**src/rtl/gzip_sched_pkg.sv**
```systemverilog
// Shared types for the gzip job scheduler: FSM states, status codes
// and the command-queue entry.
package gzip_sched_pkg;

  localparam int TAG_MAX_W = 16;

  typedef enum logic [2:0] {
    S_IDLE,
    S_RESET,
    S_RUN,
    S_CAPTURE,
    S_REPORT
  } state_e;

  localparam logic [1:0] CODE_OK        = 2'd0;
  localparam logic [1:0] CODE_BTYPE_ERR = 2'd1;
  localparam logic [1:0] CODE_BSIZE_ERR = 2'd2;
  localparam logic [1:0] CODE_TIMEOUT   = 2'd3;

  typedef struct packed {
    logic [1:0]           btype;
    logic                 rev_endian;
    logic                 irq_en;
    logic [TAG_MAX_W-1:0] tag;
  } cmd_t;

endpackage

```
**src/rtl/gzip_cmd_fifo.sv**
```systemverilog
// Show-ahead command queue; the head entry is visible on rd_data
// whenever the queue is not empty. DEPTH must be a power of two >= 2.
module gzip_cmd_fifo
  import gzip_sched_pkg::*;
#(
  parameter int DEPTH = 4
) (
  input  logic clk,
  input  logic rst_n,
  input  logic push,
  input  cmd_t wr_data,
  input  logic pop,
  output cmd_t rd_data,
  output logic full,
  output logic empty
);

  localparam int AW = $clog2(DEPTH);
  localparam logic [AW:0] PTR_ONE = 1;

  cmd_t        mem_q [DEPTH];
  cmd_t        mem_d [DEPTH];
  logic [AW:0] wr_ptr_q, wr_ptr_d;
  logic [AW:0] rd_ptr_q, rd_ptr_d;
  logic        push_ok;
  logic        pop_ok;

  assign empty = (wr_ptr_q == rd_ptr_q);
  assign full  = (wr_ptr_q[AW] != rd_ptr_q[AW]) &&
                 (wr_ptr_q[AW-1:0] == rd_ptr_q[AW-1:0]);

  // A push into a full queue is legal only when the head leaves now.
  assign pop_ok  = pop && !empty;
  assign push_ok = push && (!full || pop_ok);
  assign rd_data = mem_q[rd_ptr_q[AW-1:0]];

  always_comb begin
    mem_d    = mem_q;
    wr_ptr_d = wr_ptr_q;
    rd_ptr_d = rd_ptr_q;
    if (push_ok) begin
      mem_d[wr_ptr_q[AW-1:0]] = wr_data;
      wr_ptr_d = wr_ptr_q + PTR_ONE;
    end
    if (pop_ok) begin
      rd_ptr_d = rd_ptr_q + PTR_ONE;
    end
  end

  always_ff @(posedge clk or negedge rst_n) begin
    if (!rst_n) begin
      wr_ptr_q <= '0;
      rd_ptr_q <= '0;
      for (int i = 0; i < DEPTH; i++) begin
        mem_q[i] <= '0;
      end
    end else begin
      wr_ptr_q <= wr_ptr_d;
      rd_ptr_q <= rd_ptr_d;
      mem_q    <= mem_d;
    end
  end

endmodule

```
**src/rtl/gzip_job_sched.sv**
```systemverilog
// Job scheduler for a gzip compressor core: queues commands, resets
// and runs the core per job, watches for errors/timeout, reports status.
module gzip_job_sched
  import gzip_sched_pkg::*;
#(
  parameter int CMD_DEPTH  = 4,
  parameter int RST_CYCLES = 16,
  parameter int TAG_WIDTH  = 4
) (
  input  logic                 core_clock,
  input  logic                 rst_n,
  input  logic                 cmd_valid,
  output logic                 cmd_ready,
  input  logic [1:0]           cmd_btype,
  input  logic                 cmd_rev_endian,
  input  logic                 cmd_irq_en,
  input  logic [TAG_WIDTH-1:0] cmd_tag,
  input  logic [23:0]          timeout_cycles,
  output logic                 core_rst_n,
  output logic [1:0]           core_btype,
  output logic                 core_rev_endian,
  input  logic                 core_done,
  input  logic                 core_btype_err,
  input  logic                 core_bsize_err,
  input  logic [31:0]          core_isize,
  input  logic [31:0]          core_crc,
  output logic                 sts_valid,
  input  logic                 sts_ready,
  output logic [TAG_WIDTH-1:0] sts_tag,
  output logic [1:0]           sts_code,
  output logic [31:0]          sts_isize,
  output logic [31:0]          sts_crc,
  output logic                 irq
);

  localparam int RCW = (RST_CYCLES > 1) ? $clog2(RST_CYCLES) : 1;
  localparam logic [RCW-1:0] RC_LAST = RCW'(RST_CYCLES - 1);
  localparam logic [RCW-1:0] RC_ONE  = 1;

  state_e               state_q, state_d;
  logic [RCW-1:0]       rcnt_q, rcnt_d;
  logic [23:0]          cnt_q, cnt_d;
  cmd_t                 job_q, job_d;
  logic [1:0]           code_q, code_d;
  logic [TAG_WIDTH-1:0] sts_tag_q, sts_tag_d;
  logic [1:0]           sts_code_q, sts_code_d;
  logic [31:0]          sts_isize_q, sts_isize_d;
  logic [31:0]          sts_crc_q, sts_crc_d;
  logic                 rdy_q, rdy_d;

  cmd_t fifo_wr;
  cmd_t fifo_rd;
  logic fifo_full;
  logic fifo_empty;
  logic pop;
  logic unused_tag;

  always_comb begin
    fifo_wr            = '0;
    fifo_wr.btype      = cmd_btype;
    fifo_wr.rev_endian = cmd_rev_endian;
    fifo_wr.irq_en     = cmd_irq_en;
    fifo_wr.tag        = TAG_MAX_W'(cmd_tag);
  end

  gzip_cmd_fifo #(
    .DEPTH (CMD_DEPTH)
  ) u_fifo (
    .clk     (core_clock),
    .rst_n   (rst_n),
    .push    (cmd_valid && cmd_ready),
    .wr_data (fifo_wr),
    .pop     (pop),
    .rd_data (fifo_rd),
    .full    (fifo_full),
    .empty   (fifo_empty)
  );

  // rdy_q holds cmd_ready low until the first edge after reset release.
  assign rdy_d     = 1'b1;
  assign cmd_ready = rdy_q && (!fifo_full || pop);

  always_comb begin
    state_d     = state_q;
    rcnt_d      = rcnt_q;
    cnt_d       = cnt_q;
    job_d       = job_q;
    code_d      = code_q;
    sts_tag_d   = sts_tag_q;
    sts_code_d  = sts_code_q;
    sts_isize_d = sts_isize_q;
    sts_crc_d   = sts_crc_q;
    pop         = 1'b0;
    unique case (state_q)
      S_IDLE: begin
        if (!fifo_empty) begin
          pop     = 1'b1;
          job_d   = fifo_rd;
          cnt_d   = '0;
          rcnt_d  = '0;
          state_d = S_RESET;
        end
      end
      S_RESET: begin
        if (rcnt_q == RC_LAST) begin
          state_d = S_RUN;
        end else begin
          rcnt_d = rcnt_q + RC_ONE;
        end
      end
      S_RUN: begin
        if (cnt_q != '1) begin
          cnt_d = cnt_q + 24'd1;
        end
        if (core_btype_err) begin
          code_d  = CODE_BTYPE_ERR;
          state_d = S_CAPTURE;
        end else if (core_bsize_err) begin
          code_d  = CODE_BSIZE_ERR;
          state_d = S_CAPTURE;
        end else if (core_done) begin
          code_d  = CODE_OK;
          state_d = S_CAPTURE;
        end else if (timeout_cycles != 24'd0 &&
                     cnt_q == timeout_cycles - 24'd1) begin
          code_d  = CODE_TIMEOUT;
          state_d = S_CAPTURE;
        end
      end
      S_CAPTURE: begin
        sts_tag_d   = job_q.tag[TAG_WIDTH-1:0];
        sts_code_d  = code_q;
        sts_isize_d = core_isize;
        sts_crc_d   = core_crc;
        state_d     = S_REPORT;
      end
      S_REPORT: begin
        if (sts_ready) begin
          state_d = S_IDLE;
        end
      end
      default: state_d = S_IDLE;
    endcase
  end

  always_ff @(posedge core_clock or negedge rst_n) begin
    if (!rst_n) begin
      state_q     <= S_IDLE;
      rcnt_q      <= '0;
      cnt_q       <= '0;
      job_q       <= '0;
      code_q      <= CODE_OK;
      sts_tag_q   <= '0;
      sts_code_q  <= '0;
      sts_isize_q <= '0;
      sts_crc_q   <= '0;
      rdy_q       <= 1'b0;
    end else begin
      state_q     <= state_d;
      rcnt_q      <= rcnt_d;
      cnt_q       <= cnt_d;
      job_q       <= job_d;
      code_q      <= code_d;
      sts_tag_q   <= sts_tag_d;
      sts_code_q  <= sts_code_d;
      sts_isize_q <= sts_isize_d;
      sts_crc_q   <= sts_crc_d;
      rdy_q       <= rdy_d;
    end
  end

  assign core_rst_n      = (state_q == S_RUN) || (state_q == S_CAPTURE) ||
                           (state_q == S_REPORT);
  assign core_btype      = job_q.btype;
  assign core_rev_endian = job_q.rev_endian;
  assign sts_valid       = (state_q == S_REPORT);
  assign sts_tag         = sts_tag_q;
  assign sts_code        = sts_code_q;
  assign sts_isize       = sts_isize_q;
  assign sts_crc         = sts_crc_q;
  assign irq             = sts_valid && job_q.irq_en;
  assign unused_tag      = ^job_q.tag;

endmodule

```
**config.mk**
```make
export PLATFORM = sky130hd
export DESIGN_NAME = gzip_job_sched
export DESIGN_NICKNAME = d
export VERILOG_FILES = /design/src/rtl/gzip_sched_pkg.sv /design/src/rtl/gzip_cmd_fifo.sv /design/src/rtl/gzip_job_sched.sv
export SDC_FILE = /design/constraint.sdc
export NUM_CORES = 1
export LEC_CHECK = 0
export ABC_AREA = 1
export CAP_MARGIN = 20
export CORE_ASPECT_RATIO = 0.6
export CORE_UTILIZATION = 40
export DETAILED_ROUTE_END_ITERATION = 16
export GPL_TIMING_DRIVEN = 1
export PLACE_DENSITY = 0.66
export SYNTH_ARGS = -nofsm -noshare
export SYNTH_HDL_FRONTEND = slang
export SYNTH_HIERARCHICAL = 1
export SYNTH_SLANG_ARGS = --single-unit
export TNS_END_PERCENT = 50
```
**constraint.sdc**
```tcl
create_clock -name core_clock -period 2.35 [get_ports core_clock]
set_input_delay 0.3525 -clock core_clock [delete_from_list [all_inputs] [get_ports core_clock]]
set_output_delay 0.3525 -clock core_clock [all_outputs]
set_load 0.01 [all_outputs]
```
[Yosys cells after proc, flatten, opt, wreduce, memory -nomap -nowiden]
Index checks and enable logic that the tools add are counted.
Word-level totals
  flip-flop bits (word level): 198
  input bits: 103
  output and inout port bits: 77
Operators by class
  $add $sub $neg: 5
  order comparisons: 3
  equality and inequality tests: 16
  muxes and demuxes: 26
  bitwise gates (word level): 3
  reduce and logical (&&, ||, !) cells: 24
Operators by type and width (count)
  80-bit bitwise mux: 1
  20-bit 2-to-1 mux: 3
  24-bit 2-to-1 mux: 2
  24-bit case mux with 2 select lines: 1
  20-bit binary-select mux with 2-bit select: 1
  20-bit demux with 2-bit select: 1
  24-bit by 1-bit adder with 24-bit output (second input constant): 1
  24-bit equality test: 1
  24-bit != test (second input constant): 1
  24-bit nonzero test: 1
  24-bit by 1-bit subtractor with 24-bit output (second input constant): 1
  3-bit 2-to-1 mux: 7
  3-bit case mux with 5 select lines: 1
  1-bit logical AND: 8
  2-bit 2-to-1 mux: 4
  4-bit 2-to-1 mux: 2
  2-bit != test (second input constant): 4
  4-bit case mux with 2 select lines: 1
  3-bit by 1-bit adder with 3-bit output (second input constant): 2
  3-bit by 2-bit equality test with 1-bit output (second input constant): 2
  3-bit greater-or-equal comparator (second input constant): 2
  2-bit NOT with 3-bit output: 2
  3-bit AND reduction: 2
  5-bit != test (second input constant): 1
  other kinds (18): 25

[Logic depth before layout (Yosys ltp)]
  word-level depth: 8
  mapped depth: 17
  depth with buffers taken out: 17

[Cells and area by module]
Netlist, hierarchy kept.
Modules (own cells, without submodules)
  gzip_job_sched: times used 1, cells each 647, area each 5819.3 µm²
  gzip_cmd_fifo: times used 1, cells each 521, area each 4254.1 µm²

[Worst setup path after synthesis]
No wires, ideal clock.
  path kind: reg-to-reg
  start point: register u_fifo.rd_ptr_q[0]
  end point: register u_fifo/mem_q[38] in the netlist's numbering
  arrival time: 2612 ps
  data required time: 2284 ps
  path slack: -328 ps
  stages on the path, launching flop included: 15
  period minus slack after synthesis: 2678 ps
  cells stage by stage: dfrtp_1 > buf_6 > xnor2_2 > nand4_1 > inv_1 > nor2_1 > buf_2 > inv_1 > a21boi_0 > and2_1 > buf_2 > clkbuf_1 > clkbuf_1 > nand4_1 > nand2_1
Between the ends
  longest elaborated chain between the ends: 7
  elaborated cells between the ends (all ways): 13
  classes of those cells: eq/ne (2); mux (2); reduce/logical (9)
Ends and longest elaborated chain
  from (decl): RTL line gzip_cmd_fifo.sv:24  | logic [AW:0] rd_ptr_q, rd_ptr_d;
  from (signal assigned): RTL line gzip_cmd_fifo.sv:59  | rd_ptr_q <= rd_ptr_d;
  3-bit equality test: RTL line gzip_cmd_fifo.sv:28  | assign empty = (wr_ptr_q == rd_ptr_q);
  named net fifo_empty: RTL line gzip_job_sched.sv:54  | logic fifo_empty;
  1-bit 2-to-1 mux: RTL line gzip_job_sched.sv:96  | if (!fifo_empty) begin
  1-bit 2-to-1 mux: RTL line gzip_job_sched.sv:94  | unique case (state_q)
  1-bit logical OR: RTL line gzip_job_sched.sv:81  | assign cmd_ready = rdy_q && (!fifo_full || pop);
  1-bit logical AND: RTL line gzip_job_sched.sv:81
  named net cmd_ready: RTL line gzip_job_sched.sv:13  | output logic cmd_ready,
  1-bit logical AND: RTL line gzip_job_sched.sv:71  | .push (cmd_valid && cmd_ready),
  1-bit logical AND: RTL line gzip_cmd_fifo.sv:34  | assign push_ok = push && (!full || pop_ok);
  to (signal assigned): RTL line gzip_cmd_fifo.sv:60  | mem_q <= mem_d;
  to (decl): RTL line gzip_cmd_fifo.sv:21  | cmd_t mem_q [DEPTH];
The timed path passes the listed nets, and every way through them passes these cells.
A chain may end at the register's enable or synchronous reset.

[Worst setup path after layout]
  start point: register state_q[2]
  end point: output cmd_ready
Between the ends
  longest elaborated chain between the ends: 4
Ends and longest elaborated chain
  from (decl): RTL line gzip_job_sched.sv:40  | state_e state_q, state_d;
  from (signal assigned): RTL line gzip_job_sched.sv:159  | state_q <= state_d;
  3-bit zero test: RTL line gzip_job_sched.sv:94
  1-bit 2-to-1 mux: RTL line gzip_job_sched.sv:94
  1-bit logical OR: RTL line gzip_job_sched.sv:81
  1-bit logical AND: RTL line gzip_job_sched.sv:81
  to (decl): RTL line gzip_job_sched.sv:13
No other way between the ends.

==> qor.tcl <==
set qor(dr_total_vias) 6907
set qor(track_usage_pct) 22.0
set qor(firstDrtPassIters) 5
set qor(worst_path_depth) 6
set qor(share_of_final_layout_standard_cells_stronger_than_drive_strength_1_pct) 16.6
set qor(io-pin-count) 180
set qor(rsz0062_at_grt) {false}
set qor(ant_nets) 0
set qor(design.die.area_sq_um) 20400
set qor(synthesized_cell_area_sq_um) 7920
set qor(synth.yosys.warnings) 6
set qor(tritoncts_clock_tree) {yes}
set qor(crit_path_max_fanout) 4
set qor(avgViaCountPerCell) 5.00
set qor(slowest_stage) {dfrtp_1}
set qor(report.final.hold_viol_count) 0
set qor(first_global_vias) 6729
set qor(cts-buffers-inserted) 17
set qor(first_pass_grt_wire_length_microns) 35200
set qor(area.growth.synth_to_final_pct) 36.5
set qor(clock_tree.buffer_depth) 2
set qor(holdWs_ns) 0.433
set qor(clk-insertion-delay-late_ns) 0.43
set qor(worst_ep_arrival_time_ns) 1.78
set qor(portBuffers) 179
set qor(placementRows) 39
set qor(period_minus_slack_ns) 2.13
set qor(grt_remaining_overflow) 0
set qor(final.period_utilization_pct) 90.6
set qor(worst_ep_required_time_ns) 2.00
set qor(cellPowerDensity_nw_per_um2) 1160
set qor(netlist_instances) 915
set qor(timing.critical_path.max_delay_family) {simple AND/OR/NAND/NOR gates}
set qor(total_power_mw) 12.5
set qor(critPathBufInv) 2
set qor(syn_area_per_cell_sq_um) 8.66
set qor(grt_start_max_net_pins) 76
set qor(fp.coreArea_sq_um) 19200
set qor(num_antenna_cells) 0
set qor(drt-total-wl_microns) 21400
set qor(critical-path-max-stage-delay_ns) 0.39
set qor(timing.reg2reg.worst_path_depth) 10
set qor(max-cap-violations) 0
set qor(status) {finished clean}
set qor(initialDrtViolationCount) 596
set qor(clk_transition_reported_paths_ns) 0.07
set qor(root_buffer) {clkbuf_16}
set qor(maximum_vdd_ir_drop_v) 0.000899
set qor(setup.worst_path.start_class) {flip-flop}
set qor(hold_path_class) {in -> async}
set qor(clock.fmax_mhz) 469
set qor(filler_cell_count) 1760
set qor(finalNetCount) 1213
set qor(kind_of_capture_point_of_the_worst_setup_path) {output pin}
set qor(report.final.setup_viol) 0
set qor(timing.clock.skew_ns) 0.00922
set qor(report.final.slew_viol_count) 0
set qor(total_leakage_power_nw) 4.91
set qor(detailed_place_hpwl_microns) 15700
set qor(crit_type) {reg -> out}
set qor(tritoncts_num_sinks) 150
set qor(drt-wirelength-per-cell_microns) 15.5
set qor(gp_congestion) 0.939
set qor(htree_num_levels) 4
set qor(relSlewSlack_pct) 65.4
set qor(start_util_pct) 41.2
set qor(die_y_microns) 111
set qor(die_w_microns) 184
set qor(remaining_drc_errors) 0
set qor(number_of_antenna_violations_at_the_first_check_in_global_routing) 0
set qor(synth_fp_nets) 1026
set qor(worst_pin_slew_ns) 0.520
set qor(path_cells) {nor2_1, nand2_1, nor2_2, inv_1, a21boi_2, buf_2}
-- power breakdown --
group | switching (mW) | total (mW) | internal (mW) | leakage (nW)
logic | 2.71 | 5.42 | 2.71 | 2.76
registers | 0.580 | 4.22 | 3.64 | 1.86
clock network | 1.23 | 2.85 | 1.61 | 0.290
-- metal layers --
| metal | routed length [microns] | vias up | global-route usage (%) |
|---|---|---|---|
| li1 | - | 3385 | - |
| met1 | 10700 | 3239 | 33.9 |
| met2 | 8540 | 271 | 29.8 |
| met3 | 2030 | 12 | 6.54 |
| met4 | 128 | 0 | 4.89 |
| met5 | 0 | - | 0 |
-- cell usage in the layout (no fill, tap or decap), types with 17 or more instances in the layout --
cell type,count
buf_4,48
clkbuf_16,17
clkdlybuf4s50_1,175
dfrtp_1,150
inv_1,67
mux2_2,66
nand2_1,218
nand3_1,34
nand4_1,45
nor2_1,92
o21ai_0,42
xor2_1,17
-- flip-flops by register name, summed over array words and instances (netlist names) --
signal / count
state_q: 3
u_fifo/mem_q: 32
sts_code: 2
u_fifo/wr_ptr_q: 3
sts_tag: 4
core_btype: 2
sts_crc: 32
rcnt_q: 4
core_rev_endian: 1
cnt_q: 24
job_q: 5
sts_isize: 32
code_q: 2
rdy_q: 1
u_fifo/rd_ptr_q: 3
-- worst reg2reg max path: cells and delay by family (launching register included) --
family	cells	cell delay, ns
AOI/OAI and AO/OA	1	0.15
buffers and inverters	3	0.52
DFF	1	0.39
and+or+nand+nor	6	1.00
-- repair_timing --
| item | CTS | global route |
|---|---|---|
| endpoints found under the hold margin | 49 | 0 |
| setup buffers | 2 | 0 |
| endpoints found under the setup margin | 3 | 35 |
| gates resized for setup | 4 | 9 |
| hold buffers | 1 | 0 |
| pin swaps | 0 | 3 |
-- worst paths after layout --
check | from | to | slack, ns
worst max-delay path | state_q[2]$_DFFE_PN0P_ | cmd_ready | 0.22
worst min-delay path | rst_n | u_fifo/mem_q[63]$_DFFE_PN0P_ | 0.43
worst max register to register | state_q[2]$_DFFE_PN0P_ | u_fifo/mem_q[62]$_DFFE_PN0P_ | 0.24
worst min register to register | u_fifo/mem_q[40]$_DFFE_PN0P_ | u_fifo/mem_q[40]$_DFFE_PN0P_ | 0.47
max in group asynchronous | rst_n | sts_crc[8]$_DFFE_PN0P_ | 1.25
min in group core_clock | u_fifo/mem_q[40]$_DFFE_PN0P_ | u_fifo/mem_q[40]$_DFFE_PN0P_ | 0.47
-- final cells by class --
type / instances / area, sq um / share of cell area, %
clock buffer: 17 / 425 / 3.93
clock inverter: 15 / 180 / 1.67
inverter: 71 / 269 / 2.49
multi-input combinational: 630 / 3610 / 33.4
sequential: 150 / 3750 / 34.7
tap: 266 / 333 / 3.08
timing repair buffer: 232 / 2240 / 20.7
-- through the flow --
step	cell area, sq um	std cells	utilization (%)	setup WS, ns	setup TNS [ns]
floorplan	7920	915	-	0.0129	0
global placement	10200	1346	52.8	-0.0916	-0.239
detailed placement	10200	1346	52.8	-0.167	-0.484
CTS	10800	1381	56.1	0.00926	0
global route	10800	1381	56.2	0.0204	0
finish	10800	1381	56.2	0.220	0
(Power assumes the default switching activity.)
